===== src/rtl/fine_ctrl_pkg.sv =====
// Shared types and constants for the fine_ctrl sync arming block.
package fine_ctrl_pkg;

    typedef enum logic [1:0] {
        ST_IDLE  = 2'd0,
        ST_ARMED = 2'd1,
        ST_DELAY = 2'd2,
        ST_FIRE  = 2'd3
    } state_t;

    localparam int CTRL_W        = 32;
    localparam int BIT_ARM       = 0;
    localparam int BIT_SW_TRIG   = 1;
    localparam int BIT_CNT_CLR   = 2;
    localparam int EDGE_W        = 3;
    localparam int CHAN_LSB      = 4;
    localparam int CHAN_W        = 4;
    localparam int DELAY_LSB     = 16;
    localparam int DELAY_FIELD_W = 16;
    localparam int DEF_DELAY_W   = 16;
    localparam int DEF_CNT_W     = 16;

endpackage


===== src/rtl/fine_ctrl_edge_det.sv =====
// Rising/falling edge detector: keeps the previous sample of d and compares it with the current one.
module fine_ctrl_edge_det #(
    parameter int W = 1
) (
    input  logic         clk,
    input  logic         srst,
    input  logic [W-1:0] d,
    output logic [W-1:0] rise,
    output logic [W-1:0] fall
);

    logic [W-1:0] d_reg;

    always_ff @(posedge clk) begin
        if (srst) begin
            d_reg <= '0;
        end else begin
            d_reg <= d;
        end
    end

    for (genvar gi = 0; gi < W; gi++) begin : g_bit
        assign rise[gi] = d[gi] & ~d_reg[gi];
        assign fall[gi] = ~d[gi] & d_reg[gi];
    end

endmodule


===== src/rtl/fine_ctrl_sync_arm.sv =====
// Software-armed sync gate: after an arm edge, the next sync event is forwarded once,
// delayed by a latched fine_delay, and counted for readback.
module fine_ctrl_sync_arm
    import fine_ctrl_pkg::*;
#(
    parameter int DELAY_W = DEF_DELAY_W,
    parameter int CNT_W   = DEF_CNT_W
) (
    input  logic               user_clk,
    input  logic               user_rst,
    input  logic [31:0]        ctrl_word,
    input  logic               sync_in,
    output logic               sync_out,
    output logic               armed,
    output logic [3:0]         chan_sel,
    output logic [DELAY_W-1:0] fine_delay,
    output logic [CNT_W-1:0]   sync_count
);

    state_t              state_reg;
    logic [CTRL_W-1:0]   ctrl_q_reg;
    logic [DELAY_W-1:0]  cnt_reg;
    logic [EDGE_W-1:0]   ctrl_rise;
    logic [EDGE_W-1:0]   ctrl_fall;
    logic [DELAY_W-1:0]  delay_field;
    logic                arm_rise;
    logic                arm_fall;
    logic                sw_rise;
    logic                clr_rise;
    logic                unused_ctrl;

    always_ff @(posedge user_clk) begin
        if (user_rst) begin
            ctrl_q_reg <= '0;
        end else begin
            ctrl_q_reg <= ctrl_word;
        end
    end

    // The detector's internal register is the second ctrl stage; edges compare the two stages.
    fine_ctrl_edge_det #(
        .W(EDGE_W)
    ) u_edge_det (
        .clk  (user_clk),
        .srst (user_rst),
        .d    (ctrl_q_reg[EDGE_W-1:0]),
        .rise (ctrl_rise),
        .fall (ctrl_fall)
    );

    assign arm_rise    = ctrl_rise[BIT_ARM];
    assign arm_fall    = ctrl_fall[BIT_ARM];
    assign sw_rise     = ctrl_rise[BIT_SW_TRIG];
    assign clr_rise    = ctrl_rise[BIT_CNT_CLR];
    assign delay_field = DELAY_W'(ctrl_q_reg[DELAY_LSB +: DELAY_FIELD_W]);
    assign unused_ctrl = &{1'b0, ctrl_fall[BIT_CNT_CLR:BIT_SW_TRIG], ctrl_q_reg[15:8], ctrl_q_reg[3]};

    always_ff @(posedge user_clk) begin
        if (user_rst) begin
            state_reg  <= ST_IDLE;
            sync_out   <= 1'b0;
            armed      <= 1'b0;
            chan_sel   <= '0;
            fine_delay <= '0;
            cnt_reg    <= '0;
        end else begin
            sync_out <= 1'b0;
            case (state_reg)
                ST_IDLE: begin
                    if (arm_rise) begin
                        state_reg  <= ST_ARMED;
                        armed      <= 1'b1;
                        chan_sel   <= ctrl_q_reg[CHAN_LSB +: CHAN_W];
                        fine_delay <= delay_field;
                    end
                end
                ST_ARMED: begin
                    // Disarm is checked first so it beats a coincident event.
                    if (arm_fall) begin
                        state_reg <= ST_IDLE;
                        armed     <= 1'b0;
                    end else if (sync_in || sw_rise) begin
                        if (fine_delay == '0) begin
                            state_reg <= ST_FIRE;
                            sync_out  <= 1'b1;
                            armed     <= 1'b0;
                        end else begin
                            state_reg <= ST_DELAY;
                            cnt_reg   <= fine_delay;
                        end
                    end
                end
                ST_DELAY: begin
                    cnt_reg <= cnt_reg - 1'b1;
                    if (arm_fall) begin
                        state_reg <= ST_IDLE;
                        armed     <= 1'b0;
                    end else if (cnt_reg == DELAY_W'(1)) begin
                        state_reg <= ST_FIRE;
                        sync_out  <= 1'b1;
                        armed     <= 1'b0;
                    end
                end
                ST_FIRE: begin
                    state_reg <= ST_IDLE;
                end
                default: begin
                    state_reg <= ST_IDLE;
                    armed     <= 1'b0;
                end
            endcase
        end
    end

    // A clear edge overrides the increment of a coincident FIRE cycle.
    always_ff @(posedge user_clk) begin
        if (user_rst) begin
            sync_count <= '0;
        end else if (clr_rise) begin
            sync_count <= '0;
        end else if (state_reg == ST_FIRE) begin
            sync_count <= sync_count + 1'b1;
        end
    end

endmodule


===== config.mk =====
export PLATFORM = sky130hd
export DESIGN_NAME = fine_ctrl_sync_arm
export DESIGN_NICKNAME = d
export VERILOG_FILES = /design/src/rtl/fine_ctrl_pkg.sv /design/src/rtl/fine_ctrl_edge_det.sv /design/src/rtl/fine_ctrl_sync_arm.sv
export SDC_FILE = /design/constraint.sdc
export NUM_CORES = 1
export LEC_CHECK = 0
export BUFFER_PORTS_ARGS = -buffer_cell sky130_fd_sc_hd__buf_2
export CAP_MARGIN = 20
export CORE_UTILIZATION = 43
export DETAILED_ROUTE_END_ITERATION = 10
export PLACE_DENSITY = 0.69
export SYNTH_ARGS = -nofsm -noshare
export SYNTH_HDL_FRONTEND = slang
export SYNTH_HIERARCHICAL = 1
export SYNTH_SLANG_ARGS = --single-unit

===== constraint.sdc =====
create_clock -name user_clk -period 1.6 [get_ports user_clk]
set_input_delay 0.24 -clock user_clk [delete_from_list [all_inputs] [get_ports user_clk]]
set_output_delay 0.24 -clock user_clk [all_outputs]
set_load 0.01 [all_outputs]

==> flow_summary.yaml, run 1 <==
synthesis:
  yosys_warnings: 6
  synth_fp_nets: 454
  synth_area_per_cell_um2: 8.66
  syn_area_um2: 3560
  syn_inst: 411
drt:
  dr.pass1.iters: 4
  first_iter_violations: 240
  vias_per_cell: 5.22
  wl_per_cell_um: 14.5
  ant_nets: 0
  drcViolationCount: 0
  routed_wl_um: 9250
  dr_total_vias: 3334
global_routing:
  grt_pass1_vias: 3012
  grt_max_degree: 37
  grt_usage_pct: 20.8
  grt_pass1_wl_um: 14200
  antenna_found_initial: 0
  top_usage_layer: "met2"
  grt_use_met2_pct: 34.7
  use_met3_pct: 4.15
  grtUsageMet1_pct: 26.9
  overflow: 0
worst_setup_path:
  start_kind: "flip-flop"
  crit_path_max_fanout: 4
  cp.arrival_ps: 2000
  required_ps: 1840
  crit_type: "reg2reg"
  endpoint_kind: "flip-flop"
clock_tree:
  hold_buffers: 0
  cts_tree: "done"
  htree_levels: 3
  numCtsBuffers: 9
  numClockSinks: 82
  cts-root-buf: "clkbuf_8"
  clk-insertion-delay-late_ps: 360
  clockBufferDepth: 2
  path_clk_slew_ps: 90
final_layout:
  largest_reg_flops: 23
  fill_cells: 660
  regArea_um2: 1660
  layout.nets: 575
  layout_common_cells: "dfxtp_1 (76), buf_2 (63), nand2_1 (62)"
  syn2layout_area_growth_pct: 39.9
  diodes: 0
  drive_gt1_share_pct: 39.1
  multi_input_area_um2: 2030
  final_common_cell: "dfxtp_1"
pwr:
  pwr-share-clk_pct: 34.1
  p_leak_nw: 2.07
  peakVddDrop_v: 0.000672
  combinationalPowerShare_pct: 19.0
  p_int_mw: 3.32
  switching_share_pct: 28.0
  p_per_area_nw_per_um2: 925
  seqPwrFrac_pct: 46.9
  power.switching_mw: 1.29
floorplan:
  rows: 32
  die_h_um: 93.0
  dieArea_um2: 8650
  dieWidth_um: 93.0
  start_util_pct: 45.4
  num_io_pins: 73
  core_um2: 7850
sta:
  timing.final.crit_share_pct: 110
  setup_ws_ps: -163
  slew_violations: 0
  worst_pin_slew_ps: 518
  grt_setup_unrepaired: "true"
  period_needed_ps: 1760
  setup_viol: 20
  hold_violations: 0
  tns_ps: -1550
  hold_ws_ps: 90.1
  finalClockSkew_ps: 15.9
  fmax_mhz: 567
  slew_headroom_pct: 65.2
outcome:
  status: "finished with violations"
  violations: "negative setup slack"
placement:
  dp_slack_ps: -179
  routabilityCongestion: 0.813
  dp_hpwl_um: 5970
  io_buffers: 63
job:
  max_cap_viol_count: 0
min_path:
  hp-class: "in2reg"
[power groups by stage]
stage / combinational, mW / sequential, mW / clock [mW]
2_1_floorplan: 0.388 / 2.21 / 0
3_3_place_gp: 0.663 / 2.20 / 0
3_5_place_dp: 0.676 / 2.20 / 0
4_1_cts: 0.736 / 2.16 / 1.58
5_1_grt: 0.940 / 2.17 / 1.69
6_report: 0.876 / 2.16 / 1.57
[stage by stage]
stage	std cells	instance area [um2]	power [mW]	util, %
after floorplan	411	3560	2.60	-
after global placement	612	4370	2.86	55.7
after detailed placement	612	4370	2.87	55.7
after CTS	632	4740	4.47	60.3
after global routing	639	4980	4.80	63.5
final	639	4980	4.61	63.5
[final timing paths]
path	start	to	slack [ps]	cells past startpoint
worst max register to register	cnt_reg[1]	cnt_reg[14]	-160	8
worst min-delay path	ctrl_word[1]	ctrl_q_reg[1]	90	2
worst max-delay path	cnt_reg[1]	cnt_reg[14]	-160	8
worst min register to register	ctrl_q_reg[20]	fine_delay[4]	420	2
[timing repair]
action,in CTS,in global routing
pin swaps,15,20
gates cloned,1,3
gates resized for setup,29,34
setup buffers,4,4
setup endpoints to repair,24,26
[layer usage]
metal,part of all wire (%),vias up
met1,44,1564
li1,-,1665
met4,1.4,0
met2,49,91
met5,0,-
met3,5.6,14
[critical path, stage by stage, from the launching register on]
cell     delay [ps]
dfxtp_2         330
inv_2            70
buf_4           120
ha_4            120
nor3b_4         210
nand4_1         270
o31a_1          330
o21ai_1         120
a21oi_1          70
[layout make-up]
class | count | share of cell area (%)
Inverter | 8 | 0.603
Clock buffer | 11 | 2.84
Tap cell | 102 | 2.56
Timing Repair Buffer | 131 | 18.7
Clock inverter | 5 | 1.21
Multi-Input combinational cell | 300 | 40.9
Sequential cell | 82 | 33.3
(Power assumes the default switching activity.)
==> inputs of run 2 (changes only) <==
- CELL_PAD_IN_SITES_DETAIL_PLACEMENT: not set -> 1
- CELL_PAD_IN_SITES_GLOBAL_PLACEMENT: not set -> 2
- CORE_UTILIZATION: 43 -> 29
- PLACE_DENSITY: 0.69 -> 0.76
==> run 2 against run 1 <==
Against the previous run:
- the flow still finishes with violations (negative setup slack)
- maximum frequency decreased by 2.3%
- utilization down 18 points
- non-clock buffer count grew 19
- register-to-register slack got worse by 40 ps
- sequential share of layout area down 2.9 points
- setup slack got worse by 42 ps
- final area up 9.1%
- die area up 47%
- cell count increased by 10%
- largest cell class unchanged
==> flow_summary.yaml, run 2 (same netlist as run 1, synthesis figures left out) <==
global_routing:
  grt_usage_pct: 19.3
  antenna_found_initial: 0
  grt_pass1_wl_um: 19000
  grt_pass1_vias: 3729
  grt_max_degree: 30
  overflow: 0
sta:
  setup_ws_ps: -204
  period_needed_ps: 1800
  finalClockSkew_ps: 12.5
  hold_violations: 0
  slew_headroom_pct: 64.9
  worst_pin_slew_ps: 526
  fmax_mhz: 554
  setup_viol: 19
  grt_setup_unrepaired: "true"
  slew_violations: 0
  timing.final.crit_share_pct: 113
clock_tree:
  numClockSinks: 82
  cts_tree: "done"
  clk-insertion-delay-late_ps: 340
  clockBufferDepth: 2
  path_clk_slew_ps: 60
  cts-root-buf: "clkbuf_16"
  htree_levels: 3
  numCtsBuffers: 9
worst_setup_path:
  crit_path_max_fanout: 4
  crit_type: "reg2reg"
  worst_r2r_endpoint: "armed"
  cp_cell_sequence: "inv_2 > ha_4 > or4b_4 > nor4_4 > buf_4 > a2bb2oi_4 > o21ai_2 > o41ai_2"
  critical_path.max_stage_delay_ps: 460
  required_ps: 1810
  worst_r2r_path_depth: 8
  cp_top_family: "simple AND/OR/NAND/NOR gates"
  r2r-start: "cnt_reg[1]"
  crit_buf_inv: 2
  endpoint_kind: "flip-flop"
  rrSetupSlack_ps: -200
  cp.arrival_ps: 2010
  start_kind: "flip-flop"
  cpMaxStageDelayCell: "or4b_4"
min_path:
  hold_depth: 2
  hp-class: "in2reg"
  hold_end: "ctrl_q_reg[29]"
  hp-start: "ctrl_word[29]"
outcome:
  violations: "negative setup slack"
  status: "finished with violations"
floorplan:
  dieWidth_um: 113
  rows: 40
  die_h_um: 113
  core_um2: 12000
  start_util_pct: 29.6
  num_io_pins: 73
  dieArea_um2: 12700
placement:
  routabilityCongestion: 0.784
  dp_hpwl_um: 7570
  place_area_um2: 4530
  io_buffers: 63
pwr:
  p_leak_nw: 2.24
  pwr-share-clk_pct: 39.6
  finalPower_mw: 5.40
  p_per_area_nw_per_um2: 994
  combinationalPowerShare_pct: 20.2
  p_int_mw: 3.95
  power.switching_mw: 1.45
  switching_share_pct: 26.9
  seqPwrFrac_pct: 40.2
  peakVddDrop_v: 0.000466
final_layout:
  layout.nets: 594
  final_common_cell: "buf_4"
  drive_gt1_share_pct: 45.7
  layout_common_cells: "buf_4 (76), dfxtp_1 (73), buf_2 (63)"
  fill_cells: 1418
  fin_area_um2: 5440
  final_util_pct: 45.3
  largest_reg_flops: 23
  syn2layout_area_growth_pct: 52.7
  diodes: 0
drt:
  ant_nets: 0
  drcViolationCount: 0
  dr_total_vias: 3524
  dr.pass1.iters: 4
  routed_wl_um: 12100
  first_iter_violations: 164
  vias_per_cell: 5.01
  wl_per_cell_um: 17.2
job:
  max_cap_viol_count: 0
## run 2: cell count changes in the layout (fill, tap and decap cells not counted), moves of 4 or more
cell       before  now
buf_4          60   76
dfxtp_2         3    9
clkbuf_16       2   10
o21ai_1         9    4
clkbuf_8       10    2
o21ai_2         7   12
nand2_1        62   58
nor2_1         28   24
## run 2: area by class of cell
class	instances	area, um2	share of cell area, %
flip-flops and latches	82	1650	30.4
clock buffers	12	256	4.72
multi-input cells	300	2180	40.1
inverters	8	30.0	0.552
clock inverters	4	50.0	0.921
repair buffers	150	1080	19.9
well taps	147	184	3.38
## run 2: worst max-delay path by stage
| stage | from | endpoint | cells after the start | slack [ps] |
|---|---|---|---|---|
| global placement | cnt_reg[1] | armed | 7 | -130 |
| finish | cnt_reg[1] | armed | 8 | -200 |
| CTS | cnt_reg[0] | state_reg[1] | 6 | -130 |
| detailed placement | state_reg[1] | fine_delay[15] | 6 | -240 |
| floorplan | state_reg[1] | armed | 7 | -20 |
| global route | cnt_reg[1] | armed | 8 | -250 |
## run 2: worst reg2reg max path: cells and delay by family, from the launching register on
kind,cells,cell delay (ps)
compound gates,3,290
buf+inv,2,260
simple gates,2,650
flops,1,330
fa+ha+maj,1,140
## run 2: what timing repair did
item	CTS	global route
hold buffers	0	0
gates cloned	3	1
pin swaps	23	26
buffers inserted	9	5
gates resized for setup	54	46
setup endpoints to repair	40	40
## run 2: power by group through the flow
stage | Combinational, mW | Clock [mW] | Sequential [mW]
final | 1.09 | 2.14 | 2.17
after global routing | 1.16 | 2.29 | 2.18
after CTS | 0.978 | 2.19 | 2.17
after detailed placement | 0.729 | 0 | 2.20
after global placement | 0.709 | 0 | 2.19
after floorplan | 0.388 | 0 | 2.21
## run 2: per-stage QoR
| step | setup slack (ps) | cells | hold slack [ps] | TNS, ps |
|---|---|---|---|---|
| after floorplan | -15.7 | 411 | 312 | -15.7 |
| after global placement | -126 | 671 | 422 | -2740 |
| after detailed placement | -238 | 671 | 432 | -5720 |
| after CTS | -131 | 699 | 106 | -1480 |
| after global routing | -247 | 703 | 117 | -3460 |
| final | -204 | 703 | 114 | -1830 |
## run 2: per-layer routing
layer | GRT usage [%] | share of wire (%) | vias to the layer above
met5 | 0 | 0 | -
met2 | 34.1 | 51 | 69
met3 | 3.75 | 3.2 | 17
li1 | - | - | 1697
met4 | 8.36 | 2.0 | 0
met1 | 22.6 | 44 | 1741
